### src/rtl/fetchsource_buf.sv
// Source-pixel fetch: one WISHBONE read per source address, pixel + paired dest address into a FWFT FIFO.
// Latency: push in cycle N is visible at the FIFO head in cycle N+1; a reuse hit costs one cycle and no bus read.
// Backpressure: a full FIFO (registered count) blocks stb and pa_next; downstream pops free a slot for the next cycle.
// Optional feature: define FETCHSOURCE_REUSE_EN to build the last-address reuse register.
module fetchsource_buf #(
    parameter int DATA_WIDTH = 24,
    parameter int ADDR_WIDTH = 30,
    parameter int FIFO_DEPTH = 4
) (
    input  logic                  clk,
    input  logic                  rst,
    input  logic [ADDR_WIDTH-1:0] s_addr,
    input  logic [ADDR_WIDTH-1:0] d_addr,
    input  logic                  pa_ready,
    output logic                  pa_next,
    output logic [31:0]           mwb_adr_o,
    output logic                  mwb_cyc_o,
    output logic                  mwb_stb_o,
    output logic [3:0]            mwb_sel_o,
    input  logic                  mwb_ack_i,
    input  logic [31:0]           mwb_dat_i,
    input  logic                  cache_inval,
    output logic [DATA_WIDTH-1:0] fs_data,
    output logic [ADDR_WIDTH-1:0] fs_daddr,
    output logic                  fs_ready,
    input  logic                  fs_next
);

    localparam int PW = $clog2(FIFO_DEPTH);
    localparam int CW = PW + 1;

    logic [DATA_WIDTH-1:0] mem_data  [FIFO_DEPTH];
    logic [ADDR_WIDTH-1:0] mem_daddr [FIFO_DEPTH];
    logic [PW-1:0]         wr_ptr;
    logic [PW-1:0]         rd_ptr;
    logic [CW-1:0]         count;

    logic                  full;
    logic                  can_push;
    logic                  hit;
    logic                  bus_push;
    logic                  hit_push;
    logic                  push;
    logic                  pop;
    logic [DATA_WIDTH-1:0] bus_pixel;
    logic [DATA_WIDTH-1:0] hit_pixel;
    logic [DATA_WIDTH-1:0] push_pixel;
    logic [31:0]           adr_ext;

    assign full      = (count == CW'(FIFO_DEPTH));
    // Reset gates the request so an in-flight read is dropped the moment rst rises.
    assign can_push  = pa_ready & ~full & ~rst;
    assign bus_pixel = mwb_dat_i[DATA_WIDTH-1:0];

    assign mwb_stb_o = can_push & ~hit;
    assign mwb_cyc_o = mwb_stb_o;
    assign mwb_sel_o = 4'hF;
    assign adr_ext   = 32'(s_addr);
    assign mwb_adr_o = adr_ext << 2;

    assign bus_push   = mwb_stb_o & mwb_ack_i;
    assign hit_push   = can_push & hit;
    assign push       = bus_push | hit_push;
    assign pa_next    = push;
    assign push_pixel = hit ? hit_pixel : bus_pixel;

    assign pop      = fs_next & (count != '0);
    assign fs_ready = (count != '0);
    assign fs_data  = mem_data[rd_ptr];
    assign fs_daddr = mem_daddr[rd_ptr];

`ifdef FETCHSOURCE_REUSE_EN
    logic                  reuse_valid;
    logic [ADDR_WIDTH-1:0] reuse_addr;
    logic [DATA_WIDTH-1:0] reuse_data;
    logic                  unused_bits;

    assign hit         = reuse_valid & (s_addr == reuse_addr);
    assign hit_pixel   = reuse_data;
    assign unused_bits = ^mwb_dat_i;

    // Remember the last bus-fetched pixel; invalidation wins over a same-cycle refill.
    always_ff @(posedge clk or posedge rst) begin
        if (rst) begin
            reuse_valid <= 1'b0;
            reuse_addr  <= '0;
            reuse_data  <= '0;
        end else begin
            if (bus_push) begin
                reuse_addr <= s_addr;
                reuse_data <= bus_pixel;
            end
            if (cache_inval) begin
                reuse_valid <= 1'b0;
            end else if (bus_push) begin
                reuse_valid <= 1'b1;
            end
        end
    end
`else
    logic unused_bits;

    assign hit         = 1'b0;
    assign hit_pixel   = '0;
    assign unused_bits = ^{mwb_dat_i, cache_inval};
`endif

    // FIFO storage: write the fetched pixel with its destination address at wr_ptr.
    always_ff @(posedge clk) begin
        if (push) begin
            mem_data[wr_ptr]  <= push_pixel;
            mem_daddr[wr_ptr] <= d_addr;
        end
    end

    // Pointers wrap naturally (power-of-two depth); count holds on simultaneous push and pop.
    always_ff @(posedge clk or posedge rst) begin
        if (rst) begin
            wr_ptr <= '0;
            rd_ptr <= '0;
            count  <= '0;
        end else begin
            if (push) begin
                wr_ptr <= wr_ptr + 1'b1;
            end
            if (pop) begin
                rd_ptr <= rd_ptr + 1'b1;
            end
            case ({push, pop})
                2'b10:   count <= count + 1'b1;
                2'b01:   count <= count - 1'b1;
                default: count <= count;
            endcase
        end
    end

endmodule
### config.mk
export PLATFORM = sky130hd
export DESIGN_NAME = fetchsource_buf
export DESIGN_NICKNAME = d
export VERILOG_FILES = /design/src/rtl/fetchsource_buf.sv
export SDC_FILE = /design/constraint.sdc
export NUM_CORES = 1
export LEC_CHECK = 0
export ABC_AREA = 1
export BUFFER_PORTS_ARGS = -buffer_cell sky130_fd_sc_hd__buf_2
export CORE_MARGIN = 3
export CORE_UTILIZATION = 55
export CTS_BUF_LIST = sky130_fd_sc_hd__clkbuf_2 sky130_fd_sc_hd__clkbuf_4 sky130_fd_sc_hd__clkbuf_8
export DETAILED_ROUTE_END_ITERATION = 8
export PLACE_DENSITY = 0.79
export SLEW_MARGIN = 0
export SYNTH_ARGS = -nofsm -noshare
export SYNTH_HDL_FRONTEND = slang
export SYNTH_SLANG_ARGS = --single-unit
### constraint.sdc
create_clock -name clk -period 4.3 [get_ports clk]
set_clock_uncertainty 0.05 [all_clocks]
set_input_delay 0.86 -clock clk [delete_from_list [all_inputs] [get_ports clk]]
set_output_delay 0.86 -clock clk [all_outputs]
set_load 0.02 [all_outputs]
## After elaboration in Yosys (flattened, before gate mapping)

Memory sizes are Yosys's and may differ from the RTL's.
Index checks and enable logic that the tools add are counted.
Widths: inputs -> output; s select.

| cells by class | value |
|---|---|
| equality and inequality tests | 3 |
| multiplexer cells | 3 |
| reductions and logical operators | 2 |
| bitwise logic cells | 6 |
| add/subtract/negate cells | 4 |

Operators with widths:

| cell | number |
|---|---|
| $pmux 3 s2 | 1 |
| $add 2x1->2 const B | 2 |
| $and 1x1->1 | 4 |
| $add 3x1->3 const B | 1 |
| $eq 3x3->1 const B | 1 |
| $reduce_bool 3->1 | 1 |
| $sub 3x1->3 const B | 1 |
| $eq 2x1->1 const B | 1 |
| $eq 2x2->1 const B | 1 |
| $mux 1 | 2 |
| $not 1->1 | 2 |
| $reduce_bool 2->1 | 1 |

| storage, ports and cells | value |
|---|---|
| RAM bits | 216 |
| bits in registers | 7 |
| memories kept | 2 |
| word-level logic and storage cells | 23 |
| input bits | 98 |

Memories:

| name | words | bits a word | read ports | clocked after Yosys merged registers in | write ports | RTL line | RTL |
|---|---|---|---|---|---|---|---|
| mem_daddr | 4 | 30 | 1 | 0 | 1 | 33 | `logic [ADDR_WIDTH-1:0] mem_daddr [FIFO_DEPTH];` |
| mem_data | 4 | 24 | 1 | 0 | 1 | 32 | `logic [DATA_WIDTH-1:0] mem_data [FIFO_DEPTH];` |

## Logic depth before layout (Yosys ltp)

| depth | value |
|---|---|
| word-level depth | 7 |
| depth in mapped cells | 12 |

## Least setup slack after synthesis

Ideal clock, no wire load.

| timing | value |
|---|---|
| path type | input -> register |
| start point | input port pa_ready |
| end point | memory mem_daddr[0][0] (enable) |
| data required time | 3.784 ns |
| setup time | 0.466 ns |
| stages on the path | 4 |
| arrival time | 3.544 ns |
| path slack | 0.240 ns |
| buffers on the path | 0 |
| path through | inv_1 > nor2_1 > nand3_2 > nor2_1 |

| on the way | value |
|---|---|
| cells in the longest elaborated chain, start to end | 5 |

RTL lines:

| item | RTL line | RTL |
|---|---|---|
| start, declared | 14 | `input logic pa_ready,` |
| $and 1x1->1 (2 in a row) | 52 | `assign can_push = pa_ready & ~full & ~rst;` |
| $and 1x1->1 | 61 | `assign bus_push = mwb_stb_o & mwb_ack_i;` |
| $mux 1 | 110 | `if (push) begin` |
| $mux 1 (implied by the code) | 112 | `mem_daddr[wr_ptr] <= d_addr;` |
| end, declared | 33 |  |

No other way between the ends.

## Worst setup path in the final report

| timing | value |
|---|---|
| start point | register rd_ptr[0] |
| end point | output port fs_data[6] |

| on the way | value |
|---|---|
| cells in the longest elaborated chain, start to end | 1 |

RTL lines:

| item | RTL line | RTL |
|---|---|---|
| start, declared | 35 | `logic [PW-1:0] rd_ptr;` |
| start signal, assigned | 127 | `rd_ptr <= rd_ptr + 1'b1;` |
| $mem_v2 4x24 | n/a |  |
| end, declared | 23 | `output logic [DATA_WIDTH-1:0] fs_data,` |

No other way between the ends.

==> flow_summary.yaml <==
run_status:
  status: "finished clean"
yosys:
  yosysSeqAreaShare_pct: 75.1
  synth.distinct_cells: 21
  syn_inst: 681
  yosysWarnings: 0
  synth_area_mm2: 0.00887
  synth_area_per_cell_um2: 13.0
  ys_seq_elements: 223
die:
  placementRows: 45
  fp.dieH_um: 133
  die_area_mm2: 0.0177
  core_mm2: 0.0155
  initial_core_util_pct: 57.3
  ios: 192
  die_x_um: 133
critical_path:
  critical_path.endpoint: "fs_data[6]"
  crit_fanout: 59
  crit_path_start: "rd_ptr[0]$_DFFE_PP0P_"
  worstPathRequired_ns: 3.39
  r2r-end: "mem_daddr[2][21]$_DFFE_PP_"
  worstReg2RegStart: "count[0]$_DFFE_PP0P_"
  reg2reg_depth: 5
  start_kind: "flop"
  cp_slowest_cell: "buf_4"
  reg2reg_slack_ns: 2.15
  path_class: "reg2out"
  crit_path_max_incr_delay_ns: 0.58
  cp.arrival_ns: 2.67
  worst-path-buf-inv: 3
  cp_top_family: "buffers and inverters"
  cp-end-kind: "primary output"
  crit_chain: "buf_4, buf_4, nor2_1, nor2_1, o21ai_1, o21ai_1, buf_2"
  path_depth: 7
placed_design:
  placed_cells: 953
  place_hpwl_mm: 10.2
  numPortBuffers: 116
  finalWeightedCongestion: 0.735
clock_network:
  cts-buffers-inserted: 36
  clk_pin_slew_ns: 0.07
  ctsHoldBuffers: 0
  htreeDepth: 2
  cts_tree: "done"
  cts_root_buf: "clkbuf_8"
  clk_path_buf_depth: 3
  clock_sinks: 223
  clk_latency_ns: 0.51
  post_cts_buffers: 0
  cts.repair.resized: 0
global_route:
  track_usage_pct: 20.1
  grt_pass1_vias: 5600
  grt_pass1_wl_mm: 28.0
  overflow: 0
  grt_max_degree: 60
  antenna_found_initial: 2
min_path:
  holdCritPathClass: "in2async"
power_and_ir_drop:
  p_total_uw: 6560
  power.density_mw_per_mm2: 650
  irDropWorstVdd_mv: 0.424
  p_leak_uw: 0.00367
job:
  drv_cap: 0
finish:
  final_common_cell: "edfxtp_1"
  final-seq-area_mm2: 0.00667
  area_delta_synth_final_pct: 13.8
  multiInputGateArea_mm2: 0.00171
  nets: 884
  final_cells: 1019
  fill_cells: 1138
  mostFrequentLayoutCells: "216 x edfxtp_1, 164 x nor2_1, 116 x buf_2, 99 x o21ai_1, 64 x o21ai_0"
  layout-drive-gt1-share_pct: 23.2
timing:
  worst-slew-pin-transition_ns: 0.810
  slew_headroom_pct: 46.0
  post-route-period-util_pct: 83.4
  drv_slew: 0
  period_minus_slack_ns: 3.58
  final-setup-viol-count: 0
  holdWs_ns: 0.247
  rsz0062_at_grt: "false"
  fmax_mhz: 279
  hold_viol: 0
  setup-tns-final_ns: 0
routing:
  drt_wl_total_mm: 17.6
  viasPerCell: 5.34
  drt_iter0_markers: 358
  dr.pass1.iters: 5
  vias: 5441
  drc: 0
  ant_nets: 0
  wl_per_cell_um: 17.3
[per-layer routing]
layer  wire (um)  track usage [%]  up-vias
met5           0                0        -
li1            -                -     2574
met3        1240             5.44       82
met4         766             11.1        0
met2        9230             35.6      179
met1        6390             21.9     2606
[where the power goes]
group	internal (uW)	leakage (uW)	switching, uW
registers	2540	0.00203	50.9
clock network	944	0.000356	769
logic	681	0.00128	1580
total	4160	0.00367	2400
[Yosys cell counts (all sizes together)]
library cell	number	area, um^2
buf	60	419
clkbuf	12	52.6
conb	2	7.51
dfrtp	7	175
edfxtp	216	6490
fa	1	20.0
ha	5	62.6
inv	19	71.3
nand2	20	75.1
nand3	4	25.0
nand4	3	18.8
nor2	168	631
o21ai	163	816
xnor2	1	8.76
[how the worst min path moves through the flow]
stage | startpoint | endpoint | slack (ns) | cells after the start
6_report | rst | wr_ptr[1]$_DFFE_PP0P_ | 0.25 | 2
3_5_place_dp | count[0]$_DFFE_PP0P_ | count[0]$_DFFE_PP0P_ | 0.45 | 1
4_1_cts | rst | wr_ptr[1]$_DFFE_PP0P_ | 0.22 | 2
5_1_grt | rst | wr_ptr[0]$_DFFE_PP0P_ | 0.25 | 2
3_3_place_gp | count[0]$_DFFE_PP0P_ | count[0]$_DFFE_PP0P_ | 0.43 | 1
2_1_floorplan | count[2]$_DFFE_PP0P_ | count[2]$_DFFE_PP0P_ | 0.41 | 2
[layout make-up]
cell class	count	area share [%]
tap	211	2.61
timing repair buffer	129	6.96
clock inverter	17	0.917
clock buffer	47	5.79
inverter	19	0.719
multi-input combinational	371	16.9
antenna	2	0.0496
sequential	223	66.0
[state kept, by name, indices dropped and copies added, names as in the netlist]
register   cells
count          3
wr_ptr         2
mem_data      96
rd_ptr         2
mem_daddr    120
[kinds of logic (layout without fill, tap and decap cells)]
kind of cell               after synthesis  in the layout  synth area share (%)
other                                    2              8                0.0847
xor gates and xnor gates                 1              1                0.0988
AOI/OAI and AO/OA                      163            163                  9.20
adders and majority gates                6              6                 0.931
and+or+nand+nor                        195            195                  8.45
DFF                                    223            223                  75.1
buffers and inverters                   91            212                  6.12
[through the flow]
step	setup WS [ns]	util (%)	instance area (um^2)
floorplan	0.240	-	8880
global placement	1.30	60.8	9410
detailed placement	1.26	60.8	9410
CTS	0.696	65.2	10100
global route	0.502	65.2	10100
finish	0.715	65.2	10100
No activity file was read; power rests on OpenSTA's default activity.
